===== src/rtl/autosym_eval.sv =====
// GF(2) linear projection of x onto K bits followed by a 2^K-entry truth-table lookup.
// Two-stage valid/ready pipeline; configuration is applied only while the pipeline is empty.
module autosym_eval #(
  parameter  int N  = 6,
  parameter  int K  = 3,
  parameter  int CW = 16,
  localparam int AW = (K > 1) ? $clog2(K) : 1
) (
  input  logic          clk,
  input  logic          rst_n,
  input  logic          in_valid,
  output logic          in_ready,
  input  logic [N-1:0]  x,
  output logic          out_valid,
  input  logic          out_ready,
  output logic          y,
  input  logic          cfg_row_we,
  input  logic [AW-1:0] cfg_row_addr,
  input  logic [N-1:0]  cfg_row_data,
  input  logic          cfg_tt_we,
  input  logic [K-1:0]  cfg_tt_addr,
  input  logic          cfg_tt_data,
  input  logic          cfg_inv_we,
  input  logic          cfg_inv_data,
  output logic          cfg_ready,
  output logic [CW-1:0] ones_count
);

  generate
    if (K < 1 || K > N) begin : g_bad_k
      $error("autosym_eval: K must satisfy 1 <= K <= N");
    end
  endgenerate

  logic [K-1:0][N-1:0] row_q;
  logic [(1<<K)-1:0]   tt_q;
  logic                inv_q;
  logic                s1_vld_q, s2_vld_q;
  logic [K-1:0]        z_q, z_d;
  logic                y_q, y_d;
  logic [CW-1:0]       cnt_q, cnt_d;
  logic                cfg_pending, cfg_fire, in_fire, out_fire;
  logic                s1_adv, s2_adv;

  // Each projected bit is the parity of the row-masked input.
  generate
    for (genvar j = 0; j < K; j++) begin : g_proj
      assign z_d[j] = ^(row_q[j] & x);
    end
  endgenerate

  assign y_d         = tt_q[z_q] ^ inv_q;
  assign cfg_pending = cfg_row_we | cfg_tt_we | cfg_inv_we;
  assign s2_adv      = !s2_vld_q | out_ready;
  assign s1_adv      = !s1_vld_q | s2_adv;
  // Reset gating keeps both handshakes low for the whole reset assertion.
  assign in_ready    = rst_n & !cfg_pending & s1_adv;
  assign cfg_ready   = rst_n & !s1_vld_q & !s2_vld_q;
  assign in_fire     = in_valid & in_ready;
  assign cfg_fire    = cfg_pending & cfg_ready;
  assign out_fire    = s2_vld_q & out_ready;

  assign cnt_d = (out_fire && y_q && cnt_q != {CW{1'b1}}) ? cnt_q + CW'(1) : cnt_q;

  always_ff @(posedge clk or negedge rst_n) begin
    if (!rst_n) begin
      for (int j = 0; j < K; j++) row_q[j] <= N'(1) << j;
      tt_q  <= '0;
      inv_q <= 1'b0;
    end else if (cfg_fire) begin
      for (int j = 0; j < K; j++)
        if (cfg_row_we && cfg_row_addr == AW'(j)) row_q[j] <= cfg_row_data;
      if (cfg_tt_we)  tt_q[cfg_tt_addr] <= cfg_tt_data;
      if (cfg_inv_we) inv_q <= cfg_inv_data;
    end
  end

  always_ff @(posedge clk or negedge rst_n) begin
    if (!rst_n) begin
      s1_vld_q <= 1'b0;
      s2_vld_q <= 1'b0;
      z_q      <= '0;
      y_q      <= 1'b0;
      cnt_q    <= '0;
    end else begin
      if (s1_adv) begin
        s1_vld_q <= in_fire;
        if (in_fire) z_q <= z_d;
      end
      if (s2_adv) begin
        s2_vld_q <= s1_vld_q;
        if (s1_vld_q) y_q <= y_d;
      end
      cnt_q <= cnt_d;
    end
  end

  assign out_valid  = s2_vld_q;
  assign y          = y_q;
  assign ones_count = cnt_q;

endmodule


===== config.mk =====
export PLATFORM = sky130hd
export DESIGN_NAME = autosym_eval
export DESIGN_NICKNAME = d
export VERILOG_FILES = /design/src/rtl/autosym_eval.sv
export SDC_FILE = /design/constraint.sdc
export NUM_CORES = 1
export LEC_CHECK = 0
export ABC_AREA = 1
export CORE_MARGIN = 10
export CORE_UTILIZATION = 48
export DETAILED_ROUTE_END_ITERATION = 6
export PLACE_DENSITY_LB_ADDON = 0.2
export SLEW_MARGIN = 30
export SYNTH_ARGS = -nofsm -noshare
export SYNTH_HDL_FRONTEND = slang
export SYNTH_SLANG_ARGS = --single-unit

===== constraint.sdc =====
create_clock -name clk -period 1.35 [get_ports clk]
set_input_delay 0.27 -clock clk [delete_from_list [all_inputs] [get_ports clk]]
set_output_delay 0.27 -clock clk [all_outputs]
set_load 0.01 [all_outputs]

### Yosys cells after proc, flatten, opt, wreduce, memory -nomap -nowiden

Cells that the tools add are included.

| operators by class | value |
|---|---|
| add/subtract/negate cells | 1 |
| order comparisons | 3 |
| equality and inequality tests | 3 |
| muxes and demuxes | 5 |
| bitwise logic cells | 15 |
| reductions and logical operators | 20 |

Operators with widths:

| kind | count |
|---|---|
| $and 6x6->6 | 3 |
| $reduce_xor 6->1 | 3 |
| $add 16x1->16 const B | 1 |
| $ne 16x16->1 const B | 1 |
| $reduce_and 2->1 | 7 |
| $bwmux 8 | 1 |
| $lt 3x4->1 const B | 2 |
| $and 1x1->1 | 7 |
| $logic_and 1x1->1 | 6 |
| $or 1x1->1 | 4 |
| $bmux 1 s3 | 1 |
| $demux 1 s3 | 1 |
| $ge 3x1->1 const B | 1 |
| $logic_not 1->1 | 3 |
| $eq 2x1->1 const B | 1 |
| $eq 2x2->1 const B | 1 |
| $logic_not 2->1 | 1 |
| $mux 1 | 2 |
| $xor 1x1->1 | 1 |

| word-level totals | value |
|---|---|
| flip-flop bits (word level) | 49 |
| bits of input ports | 26 |
| output and inout port bits | 20 |

### Depth between registers and ports, before layout

| logic depth | value |
|---|---|
| depth after elaboration | 7 |
| depth in mapped cells | 9 |

### Worst setup path after synthesis

OpenSTA, ideal clock, no wires.

| timing path | value |
|---|---|
| path type | register to register |
| from | reg cnt_q[0] (netlist: ones_count[0]) |
| to | reg cnt_q[6] (netlist: ones_count[6]) |
| arrival time | 1.453 ns |
| data required time | 1.231 ns |
| setup slack | -0.222 ns |
| cell stages (with the launch flop) | 10 |
| buffers on the path | 1 |
| cells stage by stage | dfrtp_1 -> ha_1 -> nand3_1 -> nor3_4 -> nand3_2 -> nand2_4 -> inv_4 -> buf_6 -> o21ai_2 -> nand2_1 |

| between the ends | value |
|---|---|
| longest elaborated chain between the ends | 2 |

RTL lines:

| what | line | text |
|---|---|---|
| start, declared | 41 | `logic [CW-1:0] cnt_q, cnt_d;` |
| start signal, assigned | 94 | `cnt_q <= cnt_d;` |
| parallel branches: the longest is 2 deep, another holds $add 16x1->16 | - |  |

Several ways; the timed one is not identified.
A chain may end at the register's enable or synchronous reset.

### Worst setup path after layout

| timing path | value |
|---|---|
| from | reg cnt_q[2] (netlist: ones_count[2]) |
| to | reg cnt_q[0] (netlist: ones_count[0]) |

| between the ends | value |
|---|---|
| longest elaborated chain between the ends | 2 |

RTL lines:

| what | line | text |
|---|---|---|
| $ne 16x16->1 | 63 | `assign cnt_d = (out_fire && y_q && cnt_q != {CW{1'b1}}) ? cnt_q + CW'(1) : cnt_q;` |
| $logic_and 1x1->1 | 63 |  |

Every way passes these cells.

==> summary.md <==
| Metric | Value |
|---|---|
| Number of buffers added to fix hold violations after cts | `0` |
| Worst clock skew on the final layout | `8.09 ps` |
| Cell type of the slowest stage on the worst timing path | `dfrtp_1` |
| Placed Cells incl. Taps | `514` |
| Number of detailed-route iterations in the first pass | `4` |
| First-pass GRT wire length | `11.2 mm` |
| Average cell area after synthesis | `7.25 um2` |
| Leading cell types in the layout, fill and taps excluded | `nand2_1 (117), inv_1 (46), dfrtp_1 (42)` |
| Fin nets | `494` |
| Cell area reported after detailed placement | `3460 um2` |
| Number of DRC markers after the initial detailed-route iteration | `118` |
| Number of levels in the clock H-tree | `2` |
| Net Count, Synth | `399` |
| Horizontal extent of the die | `95.0 um` |
| Kind of capture point of the worst setup path | `register` |
| Share of the clock period used by the worst path | `105%` |
| Sink Count | `49` |
| Setup repair after global routing missed its margin | `true` |
| Aggregate global-route resource usage | `15.3%` |
| Final Instance Count excl. Fillers | `540` |
| Largest net degree at the start of global routing | `50` |
| Post-synth cell types | `28` |
| Number of antenna violations at the first check in global routing | `0` |
| Violated checks | `setup timing` |
| Vias | `2670` |
| Vias in the first global route | `2560` |
| Number of setup violations in the final report | `24` |
| Maximum clock path buffer count | `2` |
| Max-slew headroom | `58.4%` |
| Setup crit start kind | `register` |
| Pwr dens | `1070 nW/um2` |
| Smallest hold slack | `192 ps` |
| Inserted Clock Buffers | `5` |
| Leading cell type in the layout, fill and taps excluded | `nand2_1` |
| Data required time of the worst path | `1580 ps` |
| Die footprint | `9020 um2` |
| Lkg Pwr | `2.00 nW` |
| Pre-CTS setup slack | `-542 ps` |
| Antenna violation net count after detailed routing | `0` |
| Final Critical Period | `1420 ps` |
| Area of the core | `5470 um2` |
| Layout-stage area growth over the synthesis result | `45.5%` |
| Detailed Route WL | `7.11 mm` |
| Worst-skew pair later-pin latency | `310 ps` |
| CTS root buf | `clkbuf_8` |
| DRC violations left | `0` |
| Number of placement rows | `27` |
| Worst path most repeated cell | `nand2_8` |
| Post-CTS clock slew at the launch and capture registers of the worst setup and hold paths | `90 ps` |
| Share of cells above drive strength 1 | `28.2%` |
| Maximum clock frequency | `0.703 GHz` |
| Number of standard cells after synthesis | `372` |
| Max-Cap Viols | `0` |
| Largest driver fanout on the critical path | `7` |
| Run status | `finished with violations` |
| Post-route total power | `4.20 mW` |
| Cells along the critical path | `buf_6 -> nand2_8 -> nor3_4 -> nand3_2 -> nand2_8 -> buf_12 -> xnor2_2` |
| Max stage delay on crit path | `380 ps` |
| Maximum vdd drop | `0.845 mV` |
| Die Ht | `95.0 um` |
| CTS tree | `built` |
| Hpwl dp | `4.95 mm` |
| DR WL/cell | `13.2 um` |
| Final hold violation count | `0` |
| #FFs+latches synth | `49` |
| Proportion of synthesized chip area in sequential cells | `45.6%` |
| Overflow after GRT | `0` |
| Weighted congestion at the end of routability-driven global placement | `0.835` |
| Vias per Instance | `4.94` |
| Class of the most critical setup path | `reg2reg` |
| Finished layout cell area | `3930 um2` |
| Number of buffers added on ports | `45` |
| Data arrival, critical path | `1650 ps` |
| Starting utilization of the core area | `49.3%` |
| Total inserted antenna cells | `0` |
| Post-synth design cell area | `2700 um2` |
| Least-Margin Pin Slew | `623 ps` |
| Number of warnings reported in the yosys synthesis log | `0` |
| Path class of the lowest-slack min-delay path | `in2async` |
| Slew Viols, Final | `0` |
| Number of top-level pins | `46` |
| Fin worst setup slack | `-72.4 ps` |
-- timing repair --
item	CTS	global route
resized for setup	85	72
buffers inserted	8	7
endpoints found under the hold margin	0	0
pin swaps	18	14
endpoints found under the setup margin	41	47
gates cloned	1	2
-- critical path, delay by kind of cell (launching register included) --
kind	cells	cell delay [ps]
flops	1	380
buf+inv	2	290
simple gates	4	560
xor+xnor	1	110
-- registers in the layout, summed over array words and instances (netlist names) --
signal,flops
ones_count,16
out_valid,1
inv_q,1
s1_vld_q,1
z_q,3
y,1
tt_q,8
row_q,18
-- path summary, 6_finish.rpt --
check / start / slack [ps] / cells after the start / to
setup / recovery: ones_count[2] / -70 / 7 / ones_count[0]
hold / removal: rst_n / 190 / 2 / ones_count[5]
setup reg to reg: ones_count[2] / -70 / 7 / ones_count[0]
hold reg to reg: row_q[0] / 480 / 2 / row_q[0]
max in group asynchronous: rst_n / 710 / 2 / ones_count[12]
min in group clk: cfg_inv_we / 370 / 3 / inv_q
-- report_power, final --
group,total [mW],internal [mW],switching (mW)
combinational,1.37,0.639,0.729
clock,0.840,0.364,0.475
sequential,1.99,1.78,0.213
-- metal layers --
layer,vias to the layer above,track usage [%],wire (um)
met3,11,3.33,277
met4,0,5.49,118
met5,-,0,0
met2,54,27.5,3830
li1,1355,-,-
met1,1250,17.5,2880
-- area by class of cell --
type,count,area (um2)
fill,463,1550
multi-input combinational,269,1490
sequential,49,1230
timing repair buffer,92,830
inverter,49,191
tap,72,90.1
clock buffer,7,76.3
timing repair inverter,1,8.76
clock inverter,1,5.00
-- kinds of logic after synthesis --
family	Yosys count	synth area share, %
flip-flops	49	45.6
buffers and inverters	54	8.02
XOR/XNOR	14	4.55
multiplexers	1	0.417
AO/OA/AOI/OAI	33	6.26
AND/OR/NAND/NOR	220	34.7
adder cells (fa/ha/maj)	1	0.464
-- cell usage after synthesis (all sizes together) --
library cell | n | area share, %
and3 | 1 | 0.23
buf | 2 | 0.70
clkbuf | 3 | 0.42
dfrtp | 46 | 43
dfstp | 3 | 2.9
ha | 1 | 0.46
inv | 49 | 6.9
mux2 | 1 | 0.42
nand2 | 146 | 21
nand3 | 39 | 7.4
nand4 | 4 | 0.93
nor2 | 24 | 3.4
nor3 | 5 | 1.5
nor3b | 1 | 0.46
o21ai | 33 | 6.3
xnor2 | 7 | 2.3
xor2 | 7 | 2.3
-- through the flow --
stage | utilization, % | TNS, ps
6_report | 71.7 | -747
5_1_grt | 71.7 | -2930
4_1_cts | 67.1 | -2100
3_5_place_dp | 63.2 | -8150
3_3_place_gp | 63.2 | -7120
2_1_floorplan | - | -621
No activity file was read; power rests on OpenSTA's default activity.
==> edit: new RTL, config.mk and constraints unchanged <==
Reset style: synchronous (`rst_n`), changed in 2 clocked blocks.
--- a/src/rtl/autosym_eval.sv
+++ b/src/rtl/autosym_eval.sv
@@ -62,7 +62,7 @@
 
   assign cnt_d = (out_fire && y_q && cnt_q != {CW{1'b1}}) ? cnt_q + CW'(1) : cnt_q;
 
-  always_ff @(posedge clk or negedge rst_n) begin
+  always_ff @(posedge clk) begin
     if (!rst_n) begin
       for (int j = 0; j < K; j++) row_q[j] <= N'(1) << j;
       tt_q  <= '0;
@@ -75,7 +75,7 @@
     end
   end
 
-  always_ff @(posedge clk or negedge rst_n) begin
+  always_ff @(posedge clk) begin
     if (!rst_n) begin
       s1_vld_q <= 1'b0;
       s2_vld_q <= 1'b0;
Behaviour: differs if rst_n is asserted again (counterexample within 4 cycles, from zero or initial values and one cycle with rst_n low); with rst_n held inactive, the same outputs for 4 cycles.
==> edit against the original RTL <==
Clock skew fell by 0.0030 ns; setup slack got worse by 0.043 ns; largest cell class unchanged; area after synthesis fell by 3.6%; die area fell by 2.8%; critical path type is now reg -> out; critical endpoint is now cfg_ready; the run still ends with setup timing left; final area fell by 2.0%; wire length rose by 5.8%; sequential cell count did not move.
Power is not compared: it rests on default switching activity, and its combinational part moved more than twofold at a synthesized area within 25%.
==> edit: results <==
[place]
place_ws_ns = -0.650
place_congestion = 0.822
io_buffers = 45
dp_hpwl_um = 5230
dpl_cell_area_um2 = 3460

[synthesis]
mappedNetlistNets = 440
synth_area_leaders = dfxtp_1 38%, nand2_1 20%, inv_1 7.4%
yosys-top-cells-count = 141 x nand2_1, 51 x inv_1, 49 x dfxtp_1
synth.distinct_cells = 19
yosys_warnings = 0
seq_area_frac_synth_pct = 37.7
synth_ff_type = dfxtp_1
async_flop_share_pct = 0

[clock_network]
cts-root-buf = clkbuf_8
cts_made_buffers = 5
htree_levels = 2
cts_resized = 70
clock_latency_ns = 0.29
cts_buffer_depth = 2
postCtsSetupBuffers = 1

[global_routing]
grt_pass1_vias = 2723
track_usage_pct = 16.4
antenna_found_initial = 0
grt_start_max_net_pins = 37
grt_pass1_wl_um = 11900

[power]
p_leak_nw = 1.72
ir_drop_v = 0.000440

[worst_setup_path]
r2r_slack_ns = -0.07
r2r-end = row_q[10]
cpMaxStageDelayCell = dfxtp_2
arrival_ns = 1.20
crit_family = flip-flops
slowest_delay_ns = 0.33
cp_max_fo = 3
timing.rr.start = out_valid
reg2reg_depth = 8

[worst_hold_path]
hold_path.class = in -> reg
whs_path_depth = 3
hold_start = cfg_inv_we

[route]
drt_wl_total_um = 7510
viasPerCell = 5.00
drtIter0Drc = 239
dr.pass1.iters = 4

[outcome]
outcome = complete, but fails checks
violations = setup timing

[timing]
setup_viol_count_final = 33
setup_slack_ns = -0.115
fin_skew_ns = 0.00510
worst_pin_slew_ns = 0.448
holdWs_ns = 0.442
period_minus_slack_ns = 1.47

[layout]
largest-register = row_q
drive_gt1_share_pct = 26.4
nets = 534
## edit: worst max path at each step
stage / from / end / slack, ns / depth (start not counted)
2_1_floorplan: ones_count[0] / ones_count[11] / 0.004 / 9
3_3_place_gp: rst_n / cfg_ready / -0.63 / 4
3_5_place_dp: rst_n / cfg_ready / -0.65 / 4
4_1_cts: ones_count[1] / ones_count[8] / -0.08 / 11
5_1_grt: out_valid / tt_q[6] / -0.18 / 7
6_report: out_valid / cfg_ready / -0.12 / 3
## edit: per-stage QoR
step | instances | util, % | TNS [ns]
final | 578 | 74.4 | -1.26
after global placement | 564 | 66.8 | -18.40
after global routing | 578 | 74.4 | -4.97
after floorplan | 413 | - | 0
after detailed placement | 564 | 66.8 | -20.44
after CTS | 574 | 70.0 | -0.430
## edit: area by class of cell
type	count	area [um^2]
Sequential cell	49	1000
Timing Repair Buffer	93	815
Inverter	53	214
Tap cell	70	87.6
Fill cell	407	1320
Multi-Input combinational cell	304	1630
Clock buffer	8	90.1
Timing Repair inverter	1	8.76
## edit: worst min-delay path, cell delays in order
cell and delay [ns]:
dlygate4sd2_1 0.26, nand2_1 0.10, a21oi_1 0.07
## edit: where the power goes
part           total (W)  internal, W  switching, W
registers        0.00147      0.00146     0.0000145
logic           0.000301     0.000133      0.000168
clock network   0.000889     0.000419      0.000470
## edit: kinds of logic after synthesis
| logic type | synth area share [%] |
|---|---|
| buffers and inverters | 8.85 |
| DFF | 37.7 |
| xor gates and xnor gates | 6.40 |
| adders and majority gates | 0.481 |
| and+or+nand+nor | 36.2 |
| AOI/OAI and AO/OA | 10.4 |
## edit: routing by layer
layer / share of wire, % / GRT usage [%]
met4: 0.90 / 3.80
met1: 43 / 19.9
met5: 0 / 0
met2: 50 / 28.1
met3: 6.1 / 4.32
